$ cat src/rtl/cdb_if.sv
// Common data bus arbiter bundle: FU completion side and CDB broadcast side.
interface cdb_if #(
  parameter int NUM_FU     = 4,
  parameter int DATA_WIDTH = 32,
  parameter int TAG_WIDTH  = 7
);
  localparam int CNT_W = $clog2(NUM_FU) + 1;

  logic [NUM_FU-1:0]            fu_done;
  logic [NUM_FU*DATA_WIDTH-1:0] fu_result;
  logic [NUM_FU*TAG_WIDTH-1:0]  fu_tag;
  logic [NUM_FU-1:0]            fu_queued;
  logic                         cdb_stall;
  logic                         cdb_valid;
  logic [TAG_WIDTH-1:0]         cdb_tag;
  logic [DATA_WIDTH-1:0]        cdb_data;
  logic [CNT_W-1:0]             pending_count;

  modport master (
    output fu_done, fu_result, fu_tag, cdb_stall,
    input  fu_queued, cdb_valid, cdb_tag, cdb_data, pending_count
  );
  modport slave (
    input  fu_done, fu_result, fu_tag, cdb_stall,
    output fu_queued, cdb_valid, cdb_tag, cdb_data, pending_count
  );
endinterface

$ cat src/rtl/cdb_arbiter.sv
// Round-robin CDB arbiter: one holding slot per FU, one registered broadcast per cycle.
module cdb_slot #(
  parameter int DATA_WIDTH = 32,
  parameter int TAG_WIDTH  = 7
) (
  input  logic                  clk,
  input  logic                  rst,
  input  logic                  done,
  input  logic                  drain,
  input  logic [TAG_WIDTH-1:0]  tag_in,
  input  logic [DATA_WIDTH-1:0] data_in,
  output logic                  queued,
  output logic                  valid,
  output logic [TAG_WIDTH-1:0]  tag,
  output logic [DATA_WIDTH-1:0] data
);
  // A slot draining this cycle can be refilled on the same edge.
  assign queued = done & ~rst & (~valid | drain);

  always_ff @(posedge clk) begin
    if (rst) begin
      valid <= 1'b0;
      tag   <= '0;
      data  <= '0;
    end else if (queued) begin
      valid <= 1'b1;
      tag   <= tag_in;
      data  <= data_in;
    end else if (drain) begin
      valid <= 1'b0;
    end
  end
endmodule

module cdb_arbiter #(
  parameter int NUM_FU     = 4,
  parameter int DATA_WIDTH = 32,
  parameter int TAG_WIDTH  = 7
) (
  input logic  clk,
  input logic  rst,
  cdb_if.slave bus
);
  localparam int PTR_W = (NUM_FU > 1) ? $clog2(NUM_FU) : 1;
  localparam int CNT_W = $clog2(NUM_FU) + 1;

  logic [NUM_FU-1:0]                 hold_valid, queued, drain, nxt_valid;
  logic [NUM_FU-1:0][TAG_WIDTH-1:0]  hold_tag;
  logic [NUM_FU-1:0][DATA_WIDTH-1:0] hold_data;
  logic [PTR_W-1:0]                  rr_ptr, grant_idx;
  logic                              any_valid;
  logic                              cdb_valid_q;
  logic [TAG_WIDTH-1:0]              cdb_tag_q;
  logic [DATA_WIDTH-1:0]             cdb_data_q;
  logic [CNT_W-1:0]                  pending_q;

  function automatic logic [PTR_W-1:0] wrap_add(input logic [PTR_W-1:0] base, input int ofs);
    int s;
    s = int'(base) + ofs;
    if (s >= NUM_FU) s = s - NUM_FU;
    return PTR_W'(s);
  endfunction

  function automatic logic [CNT_W-1:0] popcnt(input logic [NUM_FU-1:0] v);
    logic [CNT_W-1:0] c;
    c = '0;
    for (int i = 0; i < NUM_FU; i++) c = c + CNT_W'(v[i]);
    return c;
  endfunction

  // Scan from farthest to nearest so the slot closest to rr_ptr wins.
  always_comb begin
    grant_idx = rr_ptr;
    any_valid = 1'b0;
    for (int k = NUM_FU - 1; k >= 0; k--) begin
      if (hold_valid[wrap_add(rr_ptr, k)]) begin
        grant_idx = wrap_add(rr_ptr, k);
        any_valid = 1'b1;
      end
    end
  end

  for (genvar i = 0; i < NUM_FU; i++) begin : g_slot
    assign drain[i] = any_valid & ~bus.cdb_stall & (grant_idx == PTR_W'(i));
    assign nxt_valid[i] = queued[i] | (hold_valid[i] & ~drain[i]);

    cdb_slot #(.DATA_WIDTH(DATA_WIDTH), .TAG_WIDTH(TAG_WIDTH)) u_slot (
      .clk     (clk),
      .rst     (rst),
      .done    (bus.fu_done[i]),
      .drain   (drain[i]),
      .tag_in  (bus.fu_tag[i*TAG_WIDTH +: TAG_WIDTH]),
      .data_in (bus.fu_result[i*DATA_WIDTH +: DATA_WIDTH]),
      .queued  (queued[i]),
      .valid   (hold_valid[i]),
      .tag     (hold_tag[i]),
      .data    (hold_data[i])
    );
  end

  always_ff @(posedge clk) begin
    if (rst) begin
      rr_ptr      <= '0;
      cdb_valid_q <= 1'b0;
      cdb_tag_q   <= '0;
      cdb_data_q  <= '0;
      pending_q   <= '0;
    end else begin
      pending_q <= popcnt(nxt_valid);
      if (!bus.cdb_stall) begin
        cdb_valid_q <= any_valid;
        if (any_valid) begin
          cdb_tag_q  <= hold_tag[grant_idx];
          cdb_data_q <= hold_data[grant_idx];
          rr_ptr     <= wrap_add(grant_idx, 1);
        end
      end
    end
  end

  assign bus.fu_queued     = queued;
  assign bus.cdb_valid     = cdb_valid_q;
  assign bus.cdb_tag       = cdb_tag_q;
  assign bus.cdb_data      = cdb_data_q;
  assign bus.pending_count = pending_q;
endmodule

$ cat src/flat_wrapper.sv
// flat-port wrapper written by rule: the top's interface ports become plain ports
module cdb_arbiter_flat 
#(
  parameter int NUM_FU     = 4,
  parameter int DATA_WIDTH = 32,
  parameter int TAG_WIDTH  = 7
)
  (clk, rst, bus_fu_done, bus_fu_result, bus_fu_tag, bus_cdb_stall, bus_fu_queued, bus_cdb_valid, bus_cdb_tag, bus_cdb_data, bus_pending_count);
  cdb_if #(.NUM_FU(NUM_FU), .DATA_WIDTH(DATA_WIDTH), .TAG_WIDTH(TAG_WIDTH)) bus_i ();
  input logic clk;
  input logic rst;
  input wire logic [$bits(bus_i.fu_done)-1:0] bus_fu_done;
  input wire logic [$bits(bus_i.fu_result)-1:0] bus_fu_result;
  input wire logic [$bits(bus_i.fu_tag)-1:0] bus_fu_tag;
  input wire logic [$bits(bus_i.cdb_stall)-1:0] bus_cdb_stall;
  output wire logic [$bits(bus_i.fu_queued)-1:0] bus_fu_queued;
  output wire logic [$bits(bus_i.cdb_valid)-1:0] bus_cdb_valid;
  output wire logic [$bits(bus_i.cdb_tag)-1:0] bus_cdb_tag;
  output wire logic [$bits(bus_i.cdb_data)-1:0] bus_cdb_data;
  output wire logic [$bits(bus_i.pending_count)-1:0] bus_pending_count;
  assign bus_i.fu_done = bus_fu_done;
  assign bus_i.fu_result = bus_fu_result;
  assign bus_i.fu_tag = bus_fu_tag;
  assign bus_i.cdb_stall = bus_cdb_stall;
  assign bus_fu_queued = bus_i.fu_queued;
  assign bus_cdb_valid = bus_i.cdb_valid;
  assign bus_cdb_tag = bus_i.cdb_tag;
  assign bus_cdb_data = bus_i.cdb_data;
  assign bus_pending_count = bus_i.pending_count;
  cdb_arbiter #(.NUM_FU(NUM_FU), .DATA_WIDTH(DATA_WIDTH), .TAG_WIDTH(TAG_WIDTH)) u_core (.clk(clk), .rst(rst), .bus(bus_i));
endmodule
$ cat config.mk
export PLATFORM = sky130hd
export DESIGN_NAME = cdb_arbiter_flat
export DESIGN_NICKNAME = d
export VERILOG_FILES = /design/src/rtl/cdb_if.sv /design/src/rtl/cdb_arbiter.sv /design/src/flat_wrapper.sv
export SDC_FILE = /design/constraint.sdc
export NUM_CORES = 1
export LEC_CHECK = 0
export CORE_MARGIN = 2
export CORE_UTILIZATION = 58
export CTS_BUF_LIST = sky130_fd_sc_hd__clkbuf_8
export DETAILED_ROUTE_END_ITERATION = 6
export HOLD_SLACK_MARGIN = 0.02
export PLACE_DENSITY = 0.89
export SETUP_SLACK_MARGIN = 0.15
export SYNTH_ARGS = -nofsm -noshare
export SYNTH_HDL_FRONTEND = slang
export SYNTH_HIERARCHICAL = 1
export SYNTH_SLANG_ARGS = --single-unit
export TNS_END_PERCENT = 10
$ cat constraint.sdc
create_clock -name clk -period 7.77 [get_ports clk]
set_input_delay 0.777 -clock clk [delete_from_list [all_inputs] [get_ports clk]]
set_output_delay 0.777 -clock clk [all_outputs]
set_load 0.02 [all_outputs]
* Yosys cells after proc, flatten, opt, wreduce, memory -nomap -nowiden *
Cells that the tools add are included.

word-level totals
  memories = 0
  bits in registers = 205
  latch bits = 0
  memory bits (read-only) = 0
  bits of input ports = 163
  logic and storage cells = 116
  output and inout bits = 47
  memory bits (writable) = 0

operators by class
  bitwise gates (word level) = 35
  equal/unequal tests = 3
  multiplexer cells = 33
  divide/modulo/power cells = 0
  reduce and logical (&&, ||, !) cells = 6
  multipliers = 0
  shift operators = 0
  add/sub/neg operators = 12
  order comparisons = 10

operators by type and width
  operator                                                           number
  binary-select mux 32 bit (select 2 bit)                            1
  two-way mux 32 bit                                                 1
  two-way mux 2 bit                                                  9
  AND 1 bit                                                          17
  two-way mux 1 bit                                                  16
  less-than comparator 2 x 3 -> 1 bit, second input constant         5
  binary-select mux 7 bit (select 2 bit)                             1
  greater-or-equal comparator 3 bit, second input constant           4
  inverter 1 bit                                                     10
  subtractor 2 x 1 -> 2 bit, second input constant                   5
  binary-select mux 1 bit (select 2 bit)                             4
  OR 1 bit                                                           8
  nonzero test 2 bit                                                 4
  two-way mux 7 bit                                                  1
  adder 2 x 1 -> 3 bit, second input constant                        2
  adder 2 x 2 -> 3 bit, second input constant                        2
  adder 3 x 1 -> 3 bit                                               2
  == test 2 bit, second input constant                               2
  greater-or-equal comparator 2 x 3 -> 1 bit, second input constant  1
  adder 1 x 1 -> 2 bit                                               1
  == test 2 x 1 -> 1 bit, second input constant                      1
  logical NOT 2 bit                                                  1
  AND reduction 2 bit                                                1

* Longest topological paths before layout *
  depth in word-level cells = 17
  gate-level depth with buffers = 18
  depth with buffers taken out = 14

* By module *
Netlist, hierarchy kept.

modules (own cells, without submodules)
  module       area an instance (um^2)  cells an instance  sequential area each (um^2)  times used
  cdb_slot     1896.8                   185                800.8                        4
  cdb_arbiter  2653.8                   277                900.9                        1

* Worst setup path after synthesis *
No wires, ideal clock.

  kind = register to register
  start point = reg u_core.g_slot[3].u_slot.valid
  end point = reg u_core.pending_q[1], in the netlist u_core/bus.pending_count[1]
  data arrival time = 3635 ps
  setup time = 132 ps
  data required time = 7638 ps
  path buffers = 4
  path slack = 4003 ps
  cell stages (with the launch flop) = 19
  clock period less this slack = 3767 ps
  cell sequence = dfxtp_1 buf_4 and3b_1 or4_4 nand2_4 buf_4 inv_1 ha_1 and2_1 nand2b_4 buf_6 buf_2 nand2_1 nor2_1 o21bai_1 fa_1 ha_1 ha_1 nor2b_1

between the ends
  longest elaborated chain between the ends = 14
  elaborated cells between the ends (all ways) = 49
  those cells by class = 3 x add/sub; 3 x eq/ne; 16 x mux; 26 x bitwise; 1 x reduce/logical

RTL lines
  element                                                                      line                text
  from (decl)                                                                  cdb_arbiter.sv:13   output logic valid,
  from (signal assigned)                                                       cdb_arbiter.sv:22   valid <= 1'b0;
  from (signal assigned)                                                       cdb_arbiter.sv:26   valid <= 1'b1;
  from (signal assigned)                                                       cdb_arbiter.sv:30   valid <= 1'b0;
  binary-select mux 1 bit (select 2 bit)                                       cdb_arbiter.sv:76   if (hold_valid[wrap_add(rr_ptr, k)]) begin
  two-way mux 1 bit (not written as such)                                      cdb_arbiter.sv:76
  two-way mux 2 bit / two-way mux 1 bit (equally long branches) (4 in series)  cdb_arbiter.sv:76
  == test 2 x 1 -> 1 bit / AND 1 bit (equally long branches)                   cdb_arbiter.sv:84   assign drain[i] = any_valid & ~bus.cdb_stall & (grant_idx == PTR_W'(i));
  AND 1 bit *                                                                  cdb_arbiter.sv:84
  named net u_core.drain[1]                                                    cdb_arbiter.sv:47   logic [NUM_FU-1:0] hold_valid, queued, drain, nxt_valid;
  OR 1 bit *                                                                   cdb_arbiter.sv:18   assign queued = done & ~rst & (~valid | drain);
  AND 1 bit *                                                                  cdb_arbiter.sv:18
  named net bus_fu_queued[1]                                                   flat_wrapper.sv:16  output wire logic [$bits(bus_i.fu_queued)-1:0] bus_fu_queued;
  OR 1 bit *                                                                   cdb_arbiter.sv:85   assign nxt_valid[i] = queued[i] | (hold_valid[i] & ~drain[i]);
  adder 1 x 1 -> 2 bit *                                                       cdb_arbiter.sv:67   for (int i = 0; i < NUM_FU; i++) c = c + CNT_W'(v[i]);
  adder 3 x 1 -> 3 bit * (2 in series)                                         cdb_arbiter.sv:67
  to (signal assigned)                                                         cdb_arbiter.sv:109  pending_q <= popcnt(nxt_valid);
  to (decl)                                                                    cdb_arbiter.sv:55   logic [CNT_W-1:0] pending_q;

Mark *: on every way through the listed nets, which the timed path passes. The rest lies on a longest branch. The select of a mux whose other input is x is not followed.
A chain may end at the register's enable or synchronous reset.

* Worst setup path after layout *
  start point = reg u_core.g_slot[3].u_slot.valid
  end point = out bus_fu_queued[2]

between the ends
  longest elaborated chain between the ends = 10
  elaborated cells between the ends (all ways) = 21
  those cells by class = 1 x eq/ne; 16 x mux; 4 x bitwise

RTL lines
  element                                                                      line
  binary-select mux 1 bit (select 2 bit)                                       cdb_arbiter.sv:76
  two-way mux 1 bit (not written as such)                                      cdb_arbiter.sv:76
  two-way mux 2 bit / two-way mux 1 bit (equally long branches) (4 in series)  cdb_arbiter.sv:76
  == test 2 bit / AND 1 bit (equally long branches)                            cdb_arbiter.sv:84
  AND 1 bit *                                                                  cdb_arbiter.sv:84
  named net u_core.drain[2]                                                    cdb_arbiter.sv:47
  OR 1 bit *                                                                   cdb_arbiter.sv:18
  AND 1 bit *                                                                  cdb_arbiter.sv:18
  to (decl)                                                                    flat_wrapper.sv:16

Marks and branches as above.

==> out/qor.yml <==
global_route:
  grt_overflow: 0
  grt_pass1_wl_um: 44000
  grt_max_degree: 109
  antenna_found_initial: 0
  grt_pass1_vias: 8203
  track_usage: 0.299
synth:
  yosysUniqueCellTypes: 42
  ys.flop_type: "dfxtp_1"
  synthCells: 1017
  synthArstFlopShare: 0
  synth_commonest_cells: "dfxtp_1, a21bo_1, a21oi_2, nand3_1, inv_1"
  yosysSeqAreaShare: 0.401
  netlist_area_sq_um: 10200
  ys_warn_count: 6
  synth_most_common_cell: "dfxtp_1"
  synth_edf_count: 0
  synthTopCellsByArea: "dfxtp_1, a21bo_1, a21oi_2, nand3_1, mux2i_1"
  synth_fp_nets: 1185
  yosys.area.top_type: "dfxtp_1"
  synth_top_area_share: 0.401
  syn_avg_cell_area_sq_um: 10.1
  synth_seq_cells: 205
sta:
  fmax_mhz: 190
  setup_viol: 0
  post-route-period-util: 0.677
  report.final.slew_viol_count: 0
  tns_ps: 0
  hold_viol: 0
  clock_skew_ps: 21.8
  rsz0062_at_grt: "no"
  slew_headroom: 0.187
  worstMarginPinSlew_ps: 1220
  setup_slack_ps: 2510
  worst_hold_slack_ps: 474
  fin_crit_ps: 5260
setup_path:
  critPathCaptureType: "primary output"
  path_buf_inv: 2
  path_class: "flop to primary output"
  cp_common_cell: "nand2_1"
  r2r_setup_slack_ps: 3030
  cpPeakStageDelay_ps: 670
  cp.required_ps: 6990
  cp_data_arrival_time_ps: 4480
  cp_max_fo: 80
  startpoint_type: "flop"
  path_cells: "and3b_1 > or4_4 > nand2_4 > ha_1 > nand2_1 > inv_1 > nand2b_4 > nand2_1 > nor2_1 > clkdlybuf4s50_1"
  cp_slowest_cell: "nand2b_4"
  cp_top_family: "simple AND/OR/NAND/NOR gates"
finish:
  antenna-diode-count: 0
  fillerInstances: 1283
  fin_util: 0.730
  drive_above_1_share: 0.200
  area_delta_synth_final_pct: 23.2
  postLayoutCellArea_sq_um: 12600
  nNetsFinal: 1322
clocking:
  cts.sinks: 205
  insertion_delay_ps: 510
  cts-hold-fix-buffers: 0
  clk_path_buf_depth: 3
  root_buffer: "clkbuf_8"
  post_cts_buffers: 0
  numCtsBuffers: 34
  cts_tree: "done"
  htree_num_levels: 2
  clk_pin_slew_ps: 60
  cts_resized: 0
die:
  io_pins: 210
  die_x_um: 137
  dieArea_sq_um: 18700
  die_y_um: 137
  start_util: 0.592
  core-area_sq_um: 17300
  fp-row-count: 48
route:
  ant_nets: 0
  vias: 8478
  drt_first_pass_iters: 6
  drc_errors: 0
  wl_per_cell_um: 20.1
  vias_per_cell: 6.05
  routed_wl_um: 28200
  drt_iter0_drc: 783
min_path:
  hold_class: "flop to flop"
place:
  placed_area_sq_um: 12000
  gp_congestion: 0.870
  place_ws_ps: 3110
  portBuffers: 209
  dp_hpwl_um: 17500
pwr:
  ir_worst_vdd_v: 0.000145
  p_leak_nw: 4.51
  cellPowerDensity_nw_per_um2: 207
outcome:
  status: "complete, no violations"
run:
  drv_cap: 0
## cell families after synthesis
group | after synthesis | synth area share
AO/OA/AOI/OAI | 409 | 0.368
multiplexers | 39 | 0.0381
AND/OR/NAND/NOR | 195 | 0.101
buffers and inverters | 164 | 0.0854
flip-flops | 205 | 0.401
adder cells (fa/ha/maj) | 5 | 0.00684
## final timing paths
kind	from	end	cells after the start
max reg2reg	u_core/g_slot[3].u_slot/valid	u_core/bus.pending_count[1]	14
min	u_core/bus.cdb_valid	u_core/bus.cdb_valid	2
min reg2reg	u_core/bus.cdb_valid	u_core/bus.cdb_valid	2
max	u_core/g_slot[3].u_slot/valid	bus_fu_queued[2]	10
## metal layers
layer  track usage  wire length, um  vias up
li1              -                -     3959
met1         0.428            12300     4017
met2         0.456            12900      440
met3        0.0470             2260       62
met4         0.107              778        0
met5             0                0        -
## stage by stage
step / cells / power, W
CTS: 1402 / 0.00261
detailed placement: 1343 / 0.00171
global route: 1402 / 0.00271
floorplan: 1017 / 0.00154
global placement: 1343 / 0.00169
finish: 1402 / 0.00261
## worst min-delay path: stages, from the launching register on
cell	delay, ps
dfxtp_1	320
nand2_1	50
a21oi_1	50
## layout by cell type (no fill, tap or decap), drive strengths merged, types with 2 or more instances in the layout
master | synthesis | final
nor3 | 2 | 2
nand3 | 157 | 157
clkinv | 0 | 3
ha | 4 | 4
nand2b | 4 | 4
a21oi | 162 | 162
clkbuf | 38 | 43
clkdlybuf4s50 | 0 | 204
o21ai | 3 | 3
buf | 76 | 11
o21bai | 3 | 3
mux2i | 39 | 39
a21bo | 156 | 156
o221ai | 39 | 39
dfxtp | 205 | 205
a211oi | 2 | 2
nand2 | 7 | 7
a22oi | 39 | 39
nor2 | 10 | 10
or3 | 2 | 2
inv | 50 | 63
nor2b | 6 | 6
## flip-flops by register name, summed over array words and instances (netlist names)
name	flops
u_core/g_slot.u_slot/valid	4
u_core/rr_ptr	2
u_core/bus.cdb_tag	7
u_core/bus.cdb_valid	1
u_core/bus.cdb_data	32
u_core/bus.pending_count	3
u_core/g_slot.u_slot/tag	28
u_core/g_slot.u_slot/data	128
## where the power goes
group | internal [W] | switching [W] | leakage [nW] | total, W
clock network | 0.000495 | 0.000419 | 0.390 | 0.000914
registers | 0.00112 | 0.0000441 | 1.68 | 0.00117
logic | 0.000239 | 0.000290 | 2.44 | 0.000529
## cell type report
class,instances,area [sq um],area share
Multi-Input combinational cell,648,5270,0.418
Clock inverter,16,63.8,0.00506
Clock buffer,43,592,0.0469
Tap cell,225,282,0.0223
Sequential cell,205,4100,0.325
Inverter,50,188,0.0149
Timing Repair Buffer,215,2120,0.168
No activity file was read; power rests on OpenSTA's default activity.
